--- src/rtl/uart_pkg.sv ---
// Shared definitions for the UART transmit path: scheduler state encoding
// and data/frame sizing constants.
// No ports; imported by the scheduler, its interface and its bench.
package uart_pkg;

    typedef enum logic [1:0] {
        S_IDLE   = 2'd0,
        S_LAUNCH = 2'd1,
        S_FRAME  = 2'd2,
        S_GAP    = 2'd3
    } sched_state_t;

    localparam int UART_DATA_W           = 8;
    localparam int UART_FRAME_CYCLES_DEF = 13;

endpackage

--- src/rtl/uart_tx_scheduler_if.sv ---
// Bundle between N_REQ byte producers, the scheduler and the frame transmitter.
// master: producer side (drives req_valid/req_data, observes everything else).
// slave: scheduler side (accepts bytes, drives transmitter controls and status).
import uart_pkg::*;

interface uart_tx_scheduler_if #(
    parameter int N_REQ = 4
);
    localparam int IDX_W = $clog2(N_REQ);

    logic [N_REQ-1:0]             req_valid;
    logic [UART_DATA_W*N_REQ-1:0] req_data;
    logic [N_REQ-1:0]             req_ready;
    logic                         tx_idle_bit;
    logic                         tx_start_bit;
    logic [UART_DATA_W-1:0]       tx_data;
    logic                         busy;
    logic [IDX_W-1:0]             grant_id;
    logic                         frame_done;

    modport master (
        output req_valid, req_data,
        input  req_ready, tx_idle_bit, tx_start_bit, tx_data, busy, grant_id, frame_done
    );

    modport slave (
        input  req_valid, req_data,
        output req_ready, tx_idle_bit, tx_start_bit, tx_data, busy, grant_id, frame_done
    );

endinterface

--- src/rtl/uart_tx_scheduler_rr_arbiter.sv ---
// Round-robin arbiter: picks the first set request at or above ptr, wrapping.
// Latency: purely combinational.
// Backpressure: none; gnt is all-zero when no request is set.
// Ports: req (N requests), ptr (search start), gnt (one-hot), gnt_idx (binary).
module rr_arbiter #(
    parameter int N = 4
) (
    input  logic [N-1:0]         req,
    input  logic [$clog2(N)-1:0] ptr,
    output logic [N-1:0]         gnt,
    output logic [$clog2(N)-1:0] gnt_idx
);
    localparam int W = $clog2(N);

    logic [W-1:0] idx;
    logic         found;

    always_comb begin
        gnt     = '0;
        gnt_idx = '0;
        found   = 1'b0;
        idx     = '0;
        for (int k = 0; k < N; k++) begin
            // Candidate k positions above ptr, folded back into 0..N-1.
            idx = W'((int'(ptr) + k) % N);
            if (!found && req[idx]) begin
                found      = 1'b1;
                gnt[idx]   = 1'b1;
                gnt_idx    = idx;
            end
        end
    end

endmodule

--- src/rtl/uart_tx_scheduler.sv ---
// Round-robin scheduler sharing one serial frame transmitter among N_REQ byte producers.
// Latency: accept at T, launch at T+1, frame_done at T+1+FRAME_CYCLES, next accept T+2+FRAME_CYCLES+GAP_CYCLES.
// Backpressure: req_ready pulses only in S_IDLE; producers hold valid/data until they see it.
// Ports: clk, rst (async, active-high), bus (slave modport: requests in, transmitter controls/status out).
import uart_pkg::*;

module uart_tx_scheduler #(
    parameter int N_REQ        = 4,
    parameter int FRAME_CYCLES = UART_FRAME_CYCLES_DEF,
    parameter int GAP_CYCLES   = 2
) (
    input logic                clk,
    input logic                rst,
    uart_tx_scheduler_if.slave bus
);
    localparam int             IDX_W      = $clog2(N_REQ);
    localparam logic [7:0]     FRAME_LOAD = 8'(FRAME_CYCLES - 1);
    localparam logic [7:0]     GAP_LOAD   = (GAP_CYCLES > 0) ? 8'(GAP_CYCLES - 1) : 8'd0;

    sched_state_t           state, state_nxt;
    logic [7:0]             cnt, cnt_nxt;
    logic [IDX_W-1:0]       rr_ptr;
    logic [IDX_W-1:0]       grant_q;
    logic [UART_DATA_W-1:0] data_q;
    logic                   busy_q;

    logic [N_REQ-1:0]       arb_gnt;
    logic [IDX_W-1:0]       arb_idx;
    logic [UART_DATA_W-1:0] sel_byte;
    logic                   accept;

    rr_arbiter #(.N(N_REQ)) u_arb (
        .req     (bus.req_valid),
        .ptr     (rr_ptr),
        .gnt     (arb_gnt),
        .gnt_idx (arb_idx)
    );

    // Gating with rst keeps req_ready at its reset value while reset is held,
    // so no producer believes a byte was taken that the FFs never captured.
    assign accept = (state == S_IDLE) && (|bus.req_valid) && !rst;

    always_comb begin
        sel_byte = '0;
        for (int i = 0; i < N_REQ; i++) begin
            if (arb_gnt[i]) begin
                sel_byte = bus.req_data[i*UART_DATA_W +: UART_DATA_W];
            end
        end
    end

    always_comb begin
        state_nxt = state;
        cnt_nxt   = cnt;
        case (state)
            S_IDLE: begin
                if (accept) begin
                    state_nxt = S_LAUNCH;
                end
            end
            S_LAUNCH: begin
                cnt_nxt   = FRAME_LOAD;
                state_nxt = S_FRAME;
            end
            S_FRAME: begin
                if (cnt == 8'd0) begin
                    cnt_nxt   = GAP_LOAD;
                    state_nxt = (GAP_CYCLES > 0) ? S_GAP : S_IDLE;
                end else begin
                    cnt_nxt = cnt - 8'd1;
                end
            end
            S_GAP: begin
                if (cnt == 8'd0) begin
                    state_nxt = S_IDLE;
                end else begin
                    cnt_nxt = cnt - 8'd1;
                end
            end
            default: state_nxt = S_IDLE;
        endcase
    end

    always_ff @(posedge clk or posedge rst) begin
        if (rst) begin
            state <= S_IDLE;
            cnt   <= 8'd0;
        end else begin
            state <= state_nxt;
            cnt   <= cnt_nxt;
        end
    end

    always_ff @(posedge clk or posedge rst) begin
        if (rst) begin
            rr_ptr  <= '0;
            grant_q <= '0;
            data_q  <= '0;
            busy_q  <= 1'b0;
        end else begin
            // Registered copy of "not idle next cycle", i.e. state != S_IDLE.
            busy_q <= (state_nxt != S_IDLE);
            if (accept) begin
                data_q  <= sel_byte;
                grant_q <= arb_idx;
                rr_ptr  <= (arb_idx == IDX_W'(N_REQ - 1)) ? '0 : arb_idx + 1'b1;
            end
        end
    end

    assign bus.req_ready    = accept ? arb_gnt : '0;
    assign bus.tx_idle_bit  = (state != S_LAUNCH);
    assign bus.tx_start_bit = (state != S_LAUNCH);
    assign bus.tx_data      = data_q;
    assign bus.busy         = busy_q;
    assign bus.grant_id     = grant_q;
    assign bus.frame_done   = (state == S_FRAME) && (cnt == 8'd0);

endmodule

--- src/flat_wrapper.sv ---
// flat-port wrapper written by rule: the top's interface ports become plain ports
module uart_tx_scheduler_flat 
#(
    parameter int N_REQ        = 4,
    parameter int FRAME_CYCLES = UART_FRAME_CYCLES_DEF,
    parameter int GAP_CYCLES   = 2
)
  (clk, rst, bus_req_valid, bus_req_data, bus_req_ready, bus_tx_idle_bit, bus_tx_start_bit, bus_tx_data, bus_busy, bus_grant_id, bus_frame_done);
  uart_tx_scheduler_if #(.N_REQ(N_REQ)) bus_i ();
  input logic clk;
  input logic rst;
  input wire logic [$bits(bus_i.req_valid)-1:0] bus_req_valid;
  input wire logic [$bits(bus_i.req_data)-1:0] bus_req_data;
  output wire logic [$bits(bus_i.req_ready)-1:0] bus_req_ready;
  output wire logic [$bits(bus_i.tx_idle_bit)-1:0] bus_tx_idle_bit;
  output wire logic [$bits(bus_i.tx_start_bit)-1:0] bus_tx_start_bit;
  output wire logic [$bits(bus_i.tx_data)-1:0] bus_tx_data;
  output wire logic [$bits(bus_i.busy)-1:0] bus_busy;
  output wire logic [$bits(bus_i.grant_id)-1:0] bus_grant_id;
  output wire logic [$bits(bus_i.frame_done)-1:0] bus_frame_done;
  assign bus_i.req_valid = bus_req_valid;
  assign bus_i.req_data = bus_req_data;
  assign bus_req_ready = bus_i.req_ready;
  assign bus_tx_idle_bit = bus_i.tx_idle_bit;
  assign bus_tx_start_bit = bus_i.tx_start_bit;
  assign bus_tx_data = bus_i.tx_data;
  assign bus_busy = bus_i.busy;
  assign bus_grant_id = bus_i.grant_id;
  assign bus_frame_done = bus_i.frame_done;
  uart_tx_scheduler #(.N_REQ(N_REQ), .FRAME_CYCLES(FRAME_CYCLES), .GAP_CYCLES(GAP_CYCLES)) u_core (.clk(clk), .rst(rst), .bus(bus_i));
endmodule
--- config.mk ---
export PLATFORM = sky130hd
export DESIGN_NAME = uart_tx_scheduler_flat
export DESIGN_NICKNAME = d
export VERILOG_FILES = /design/src/rtl/uart_pkg.sv /design/src/rtl/uart_tx_scheduler_if.sv /design/src/rtl/uart_tx_scheduler_rr_arbiter.sv /design/src/rtl/uart_tx_scheduler.sv /design/src/flat_wrapper.sv
export SDC_FILE = /design/constraint.sdc
export NUM_CORES = 1
export LEC_CHECK = 0
export ABC_CLOCK_PERIOD_IN_PS = 4000
export BUFFER_PORTS_ARGS = -buffer_cell sky130_fd_sc_hd__buf_4
export CORE_MARGIN = 1
export CORE_UTILIZATION = 54
export DETAILED_ROUTE_END_ITERATION = 8
export GPL_ROUTABILITY_DRIVEN = 0
export PLACE_DENSITY = 0.87
export SKIP_CTS_REPAIR_TIMING = 1
export SYNTH_ARGS = -nofsm -noshare
export SYNTH_HDL_FRONTEND = slang
export SYNTH_SLANG_ARGS = --single-unit
--- constraint.sdc ---
create_clock -name clk -period 4 [get_ports clk]
set_clock_uncertainty 0.15 [all_clocks]
set_input_delay 0.4 -clock clk [delete_from_list [all_inputs] [get_ports clk]]
set_output_delay 0.4 -clock clk [all_outputs]
set_load 0.02 [all_outputs]
======== Word-level counts from Yosys, hierarchy flattened ========
Cells that the tools add are included.
word-level totals
  flip-flop bits (word level) ............. 23
  bits of input ports ..................... 38
  output and inout bits ................... 18
  logic and storage cells ................. 88
operators by class
  add/sub/neg operators ................... 5
  order comparisons ....................... 8
  eq/ne operators ......................... 6
  muxes and demuxes ....................... 40
  bitwise gates (word level) .............. 3
  reduce and logical (&&, ||, !) cells .... 20
operator list
  kind                 number
  $mux 8               6
  $pmux 8 s3           1
  $mux 4               5
  $mux 2               8
  $lt 2x3->1 const B   4
  $or 4x4->4           3
  $mux 1               11
  $logic_and 1x1->1    10
  $bmux 1 s2           4
  $demux 1 s2          4
  $ge 2x1->1 const B   4
  $logic_not 8->1      1
  $pmux 2 s4           1
  $sub 8x1->8 const B  1
  $eq 2x2->1 const B   3
  $add 2x1->2 const B  2
  $add 2x2->2 const B  2
  $logic_not 1->1      4
  $reduce_or 4->1      1
  $reduce_bool 3->1    1
  $eq 2x1->1 const B   1
  $logic_not 2->1      1
  $ne 2x1->1 const B   1
  $ne 2x2->1 const B   1
  other kinds (2)      2

======== Depth between registers and ports, before layout ========
  depth after elaboration ................. 16
  depth in mapped cells ................... 12
  mapped depth without buffers ............ 8

======== Modules after synthesis ========
A second synthesis with hierarchy kept.
second synthesis, totals
  cell total of the unflattened synthesis .. 223
  area, all modules ....................... 1908.1 um^2
modules (own cells, without submodules)
  module             times used  cells each  area each (um^2)  seq. area each (um^2)
  uart_tx_scheduler  1           158         1418.9            575.6
  rr_arbiter         1           65          489.2             0.0

======== Worst setup path after synthesis ========
OpenSTA, ideal clock, no wires.
  path kind ............................... register -> output
  start ................................... register with a tool-made name
  end ..................................... output port bus_req_ready[2]
  arrival ................................. 2.605 ns
  data required time ...................... 3.450 ns
  setup slack ............................. 0.845 ns
  stages on the path, launching flop included .. 10
  buffers on the path ..................... 2
  cells stage by stage .................... dfrtp_1 buf_6 inv_1 ha_1 mux4_2 buf_2 nor3b_2 o21a_1 a21oi_4 nor2_1
RTL lines
  what              line                RTL
  end: declaration  flat_wrapper.sv:14  output wire logic [$bits(bus_i.req_ready)-1:0] bus_req_ready;

======== Final worst setup path ========
  start ................................... register u_core.rr_ptr[1]
  end ..................................... output port bus_req_ready[1]
on the way
  longest elaborated chain between the ends .. 13
  elaborated cells between the ends (all ways) .. 48
  those cells by class .................... add/sub: 3; order compare: 8; mux: 24; bitwise: 3; reduce/logical: 10
RTL lines
  what                                                 line                                RTL
  start: declaration                                   uart_tx_scheduler.sv:22             logic [IDX_W-1:0] rr_ptr;
  start signal: assignment                             uart_tx_scheduler.sv:106            rr_ptr <= (arb_idx == IDX_W'(N_REQ - 1)) ? '0 : arb_idx + 1'b1;
  branches (longest 11 deep; another with $lt 2x3->1)  --
  $mux 4 (*)                                           uart_tx_scheduler_rr_arbiter.sv:26  if (!found && req[idx]) begin
  $mux 4 (*)                                           uart_tx_scheduler.sv:111            assign bus.req_ready = accept ? arb_gnt : '0;
Every way passes the cells marked *. The select of a mux whose other input is x is not followed.

==> results.md <==
Drt:
- The via count is 2120.
- Once detail routing completed, the nets flagged for antenna violations numbered 0.
- After detailed routing, the number of remaining DRC violations is 0.
- The total detailed-routing wirelength is 5.65 mm.
- Dividing the detail-routed via count by the number of cells gives 6.02.
- Before antenna repair, the detailed router went through 4 iterations.
- In this run, the number of DRC markers left after iteration 0 of detailed routing was 174.
- The detail-routed net length per standard cell is 16.1 um.

Layout:
- Fill cells in the final layout number 308.
- Cells fill 69.9% of the core in the end.
- The layout net count is 356.
- In the final layout, the multi-input gates occupy 1450 um2.
- The number of antenna cells inserted is 0.
- The area added between synthesis and finish is 20.3%.
- The final cell count without fillers is 352.
- The post-route netlist has 25.0% of its cells at a drive strength greater than 1.
- The total area of sequential cells is 576 um2.

Global routing:
- Global routing finished with a remaining overflow of 0.
- The total track usage is 27.6%.
- The first-pass GRT wire length is 9.07 mm.
- The maximum number of pins on one net before global-route repair is 26.
- The via count of the first global-routing pass is 1983.
- The initial antenna violation count is 0.

Timing:
- The final sum of negative setup slack is 0 ns.
- Static timing analysis puts the maximum clock frequency at 268 MHz.
- The worst max-slew margin expressed relative to the limit is 34.0%.
- The number of slew-limit violations in the final report is 0.
- The number of setup violations in the final report is 0.
- For the finished layout, the period the worst path requires is 3.73 ns.
- Setup repair after global routing left no endpoint under its margin.
- The worst hold slack is 0.108 ns.
- At the pin with the least slew margin, the transition time is 0.987 ns.
- The number of failing hold endpoints at the final stage is 0.
- In the finished design, the share of the clock period the worst path needs comes to 93.4%.

Logic synthesis:
- Synthesis produced a netlist with a net count of 309.
- The cell type with the largest total area after synthesis is sky130_fd_sc_hd__dfrtp_1.
- The cell area that synthesis handed to floorplanning was 2190 um2.
- The post-synthesis cell count is 258.
- The register area share after synthesis is 26.2%.
- After synthesis, the mean cell area works out to 8.50 um2.
- The post-synthesis async set-or-reset flop share is 100%.
- The prevailing post-synth register cell is sky130_fd_sc_hd__dfrtp_1.
- Synthesis instantiated 52 different standard cells from the library.
- The number of flops mapped to enable cells by yosys is 0.
- The portion of synthesized cell area occupied by the leading cell type is 26.2%.
- By area the synthesized netlist is led by sky130_fd_sc_hd__dfrtp_1 26%, sky130_fd_sc_hd__ha_1 7.4%, sky130_fd_sc_hd__mux4_2 4.1%, sky130_fd_sc_hd__nand2_1 3.3%, sky130_fd_sc_hd__o2111ai_1 3.2%.
- The synthesis-stage register bit count is 23.
- For this run, the number of Yosys warnings is 0.

Floorplan:
- The die covers 4320 um2.
- The chip height is 65.7 um.
- The die width is 65.7 um.
- The initial core utilization is 58.2%.
- After floorplanning, the core was divided into 22 placement rows.
- During I/O placement, the number of pins put on the boundary was 56.
- The core area is 3770 um2.

Worst setup path:
- Among cell families on the critical path, the largest total delay comes from simple AND/OR/NAND/NOR gates.
- Together, buffers and inverters on the worst path number 2.
- At the worst endpoint, the arrival time is 3.18 ns.
- For this design, the slowest cell found on the critical path is sky130_fd_sc_hd__dfrtp_1.
- The startpoint kind of the worst setup timing path is a flop.
- The required time reported for the critical path endpoint is 3.45 ns.
- The type of element capturing the critical path is a primary output.
- Traced cell by cell, the critical path runs through inv_1 > ha_1 > mux4_2 > nand3b_1 > a21oi_2 > or2_1 > and2_1 > buf_4.
- The type of the setup path with the least slack is reg -> out.
- The setup slack on the worst flop-to-flop path is 0.77 ns.
- Of all nets on the critical path, the largest fanout is 12.
- The maximum single-stage delay on the critical path is 0.57 ns.
- In this run the critical register-to-register path is launched from u_core.rr_ptr[1].
- The number of cells on the worst reg-to-reg path is 8.
- The endpoint of the worst register-to-register path is u_core.bus.tx_data[5].

Clocking:
- The clock drives 23 sinks.
- After clock tree synthesis, the clock-pin slew on the worst setup and hold paths is 0.08 ns.
- The clock latency reported for the late side of the worst-skew pair is 0.27 ns.
- TritonCTS built the clock tree.
- The clock root buffer master is sky130_fd_sc_hd__clkbuf_8.
- The total CTS buffers is 3.
- The H-tree level count is 1.
- The clock passes through at most 2 buffers.

Power and ir drop:
- The analysis attributes to cell leakage a power of 0.00121 uW.
- The largest vdd supply drop is 521 uV.
- In this run switching power makes up 52.2% of total power.
- For this design the ratio of total power to cell area is 819 nW/um2.
- Summed over all nets, the switching power comes to 1130 uW.
- The combinational share of power is 73.8%.
- The cell-internal power is 1030 uW.
- Of the total power, the clock network draws 6.9%.
- The total design power is 2160 uW.
- In this run, flip-flops and latches consume 19.4% of the power.

Placed design:
- The number of placed cells counting well taps is 348.
- Detailed placement finished with a half-perimeter wire length of 4.09 mm.
- The number of input and output port buffers inserted is 55.

Worst hold path:
- In this run the worst hold path is classified as in -> async.

Flow run:
- Max-cap violations in this run came to 0.

Outcome:
- The run finished with clean final reports.
-- tightest hold or removal path, delay by kind of cell --
family	cells	cell delay [ns]
buf+inv	3	0.53
-- worst max-delay path by stage --
stage                startpoint  cells after the start          endpoint  slack [ns]
2_1_floorplan              flop                      9  bus_req_ready[2]        0.84
3_3_place_gp   u_core.rr_ptr[1]                      8  bus_req_ready[1]        0.71
3_5_place_dp   u_core.rr_ptr[1]                      8  bus_req_ready[1]        0.59
4_1_cts        u_core.rr_ptr[1]                      8  bus_req_ready[1]        0.28
5_1_grt        u_core.rr_ptr[1]                      8  bus_req_ready[3]        0.06
6_report       u_core.rr_ptr[1]                      8  bus_req_ready[1]        0.27
-- power by group through the flow --
stage | Sequential, uW | Clock [uW] | Combinational [uW]
floorplan | 482 | 0 | 1150
global placement | 417 | 0 | 1530
detailed placement | 422 | 0 | 1580
CTS | 418 | 152 | 1580
global route | 431 | 162 | 1750
finish | 418 | 148 | 1590
-- per-stage QoR --
stage	area, um2	worst slack (ns)
6_report	2640	0.265
5_1_grt	2640	0.0581
4_1_cts	2640	0.284
3_5_place_dp	2590	0.590
3_3_place_gp	2590	0.714
2_1_floorplan	2190	0.845
-- cell usage after synthesis, types with 2 or more instances --
cell type / count
sky130_fd_sc_hd__buf_1: 2
sky130_fd_sc_hd__a21oi_2: 2
sky130_fd_sc_hd__buf_4: 2
sky130_fd_sc_hd__o2111ai_1: 8
sky130_fd_sc_hd__xnor2_1: 3
sky130_fd_sc_hd__mux2_2: 2
sky130_fd_sc_hd__ha_1: 13
sky130_fd_sc_hd__a21oi_1: 13
sky130_fd_sc_hd__clkbuf_1: 3
sky130_fd_sc_hd__mux4_2: 4
sky130_fd_sc_hd__or3_1: 3
sky130_fd_sc_hd__buf_2: 6
sky130_fd_sc_hd__nor2_1: 16
sky130_fd_sc_hd__or4_1: 3
sky130_fd_sc_hd__a22o_1: 2
sky130_fd_sc_hd__nor3_1: 2
sky130_fd_sc_hd__a21o_1: 2
sky130_fd_sc_hd__nand2_1: 19
sky130_fd_sc_hd__xor2_1: 3
sky130_fd_sc_hd__a21boi_0: 8
sky130_fd_sc_hd__nand4_1: 8
sky130_fd_sc_hd__nand3b_1: 3
sky130_fd_sc_hd__a22oi_1: 9
sky130_fd_sc_hd__a31oi_1: 8
sky130_fd_sc_hd__o21a_1: 9
sky130_fd_sc_hd__o31ai_1: 2
sky130_fd_sc_hd__o211ai_1: 8
sky130_fd_sc_hd__o21ai_0: 5
sky130_fd_sc_hd__nor2b_1: 4
sky130_fd_sc_hd__buf_6: 3
sky130_fd_sc_hd__and2_1: 2
sky130_fd_sc_hd__dfrtp_1: 23
sky130_fd_sc_hd__a211oi_1: 2
sky130_fd_sc_hd__inv_1: 18
sky130_fd_sc_hd__nand2b_1: 5
sky130_fd_sc_hd__nand3_1: 10
sky130_fd_sc_hd__o21bai_1: 8
-- layout make-up --
type | instances | share of cell area (%)
multi-input cells | 201 | 55.1
flip-flops and latches | 23 | 21.8
repair buffers | 58 | 16.5
inverters | 18 | 2.56
well taps | 48 | 2.28
clock buffers | 3 | 1.57
clock inverters | 1 | 0.190
-- cells by family (layout without fill, tap and decap cells) --
| family | count (synthesis) | after routing | share of synthesized area, % |
|---|---|---|---|
| and+or+nand+nor | 83 | 83 | 20.7 |
| muxes | 7 | 7 | 5.59 |
| buffers and inverters | 34 | 80 | 7.53 |
| DFF | 23 | 23 | 26.2 |
| AOI/OAI and AO/OA | 92 | 92 | 30.1 |
| adders and majority gates | 13 | 13 | 7.42 |
| xor gates and xnor gates | 6 | 6 | 2.40 |
-- cell usage in the layout, fill, tap and decap left out, types with 2 or more instances in the layout --
| cell | netlist | layout |
|---|---|---|
| sky130_fd_sc_hd__ha_1 | 13 | 13 |
| sky130_fd_sc_hd__and2_1 | 2 | 2 |
| sky130_fd_sc_hd__a22oi_1 | 9 | 9 |
| sky130_fd_sc_hd__dfrtp_1 | 23 | 23 |
| sky130_fd_sc_hd__clkbuf_8 | 0 | 3 |
| sky130_fd_sc_hd__or4_1 | 3 | 3 |
| sky130_fd_sc_hd__nand2b_1 | 5 | 5 |
| sky130_fd_sc_hd__a21oi_2 | 2 | 2 |
| sky130_fd_sc_hd__o211ai_1 | 8 | 8 |
| sky130_fd_sc_hd__nand3b_1 | 3 | 3 |
| sky130_fd_sc_hd__nand4_1 | 8 | 8 |
| sky130_fd_sc_hd__a31oi_1 | 8 | 8 |
| sky130_fd_sc_hd__mux2_2 | 2 | 2 |
| sky130_fd_sc_hd__o31ai_1 | 2 | 2 |
| sky130_fd_sc_hd__mux4_2 | 4 | 4 |
| sky130_fd_sc_hd__nor2_1 | 16 | 16 |
| sky130_fd_sc_hd__buf_4 | 2 | 58 |
| sky130_fd_sc_hd__nor3_1 | 2 | 2 |
| sky130_fd_sc_hd__nand2_1 | 19 | 19 |
| sky130_fd_sc_hd__nor2b_1 | 4 | 4 |
| sky130_fd_sc_hd__o2111ai_1 | 8 | 8 |
| sky130_fd_sc_hd__a21oi_1 | 13 | 13 |
| sky130_fd_sc_hd__xor2_1 | 3 | 3 |
| sky130_fd_sc_hd__a21o_1 | 2 | 2 |
| sky130_fd_sc_hd__a22o_1 | 2 | 2 |
| sky130_fd_sc_hd__o21bai_1 | 8 | 8 |
| sky130_fd_sc_hd__o21a_1 | 9 | 9 |
| sky130_fd_sc_hd__o21ai_0 | 5 | 5 |
| sky130_fd_sc_hd__or3_1 | 3 | 3 |
| sky130_fd_sc_hd__a211oi_1 | 2 | 2 |
| sky130_fd_sc_hd__inv_1 | 18 | 18 |
| sky130_fd_sc_hd__nand3_1 | 10 | 10 |
| sky130_fd_sc_hd__a21boi_0 | 8 | 8 |
| sky130_fd_sc_hd__xnor2_1 | 3 | 3 |
-- routing by layer --
layer	wire (um)	vias to the layer above	part of all wire (%)	track usage (%)
met5	0	-	0	0
met4	105	0	1.9	9.51
met3	405	8	7.2	4.69
met2	2680	89	47	46.4
met1	2460	969	43	35.3
li1	-	1054	-	-
-- sequential cells by signal (all words and copies together), names as in the netlist, named ones only --
signal and cells:
u_core.cnt 8, u_core.rr_ptr 1, u_core.state 2, u_core.bus.grant_id 2, u_core.bus.busy 1, u_core.bus.tx_data 8
(Power assumes the default switching activity.)
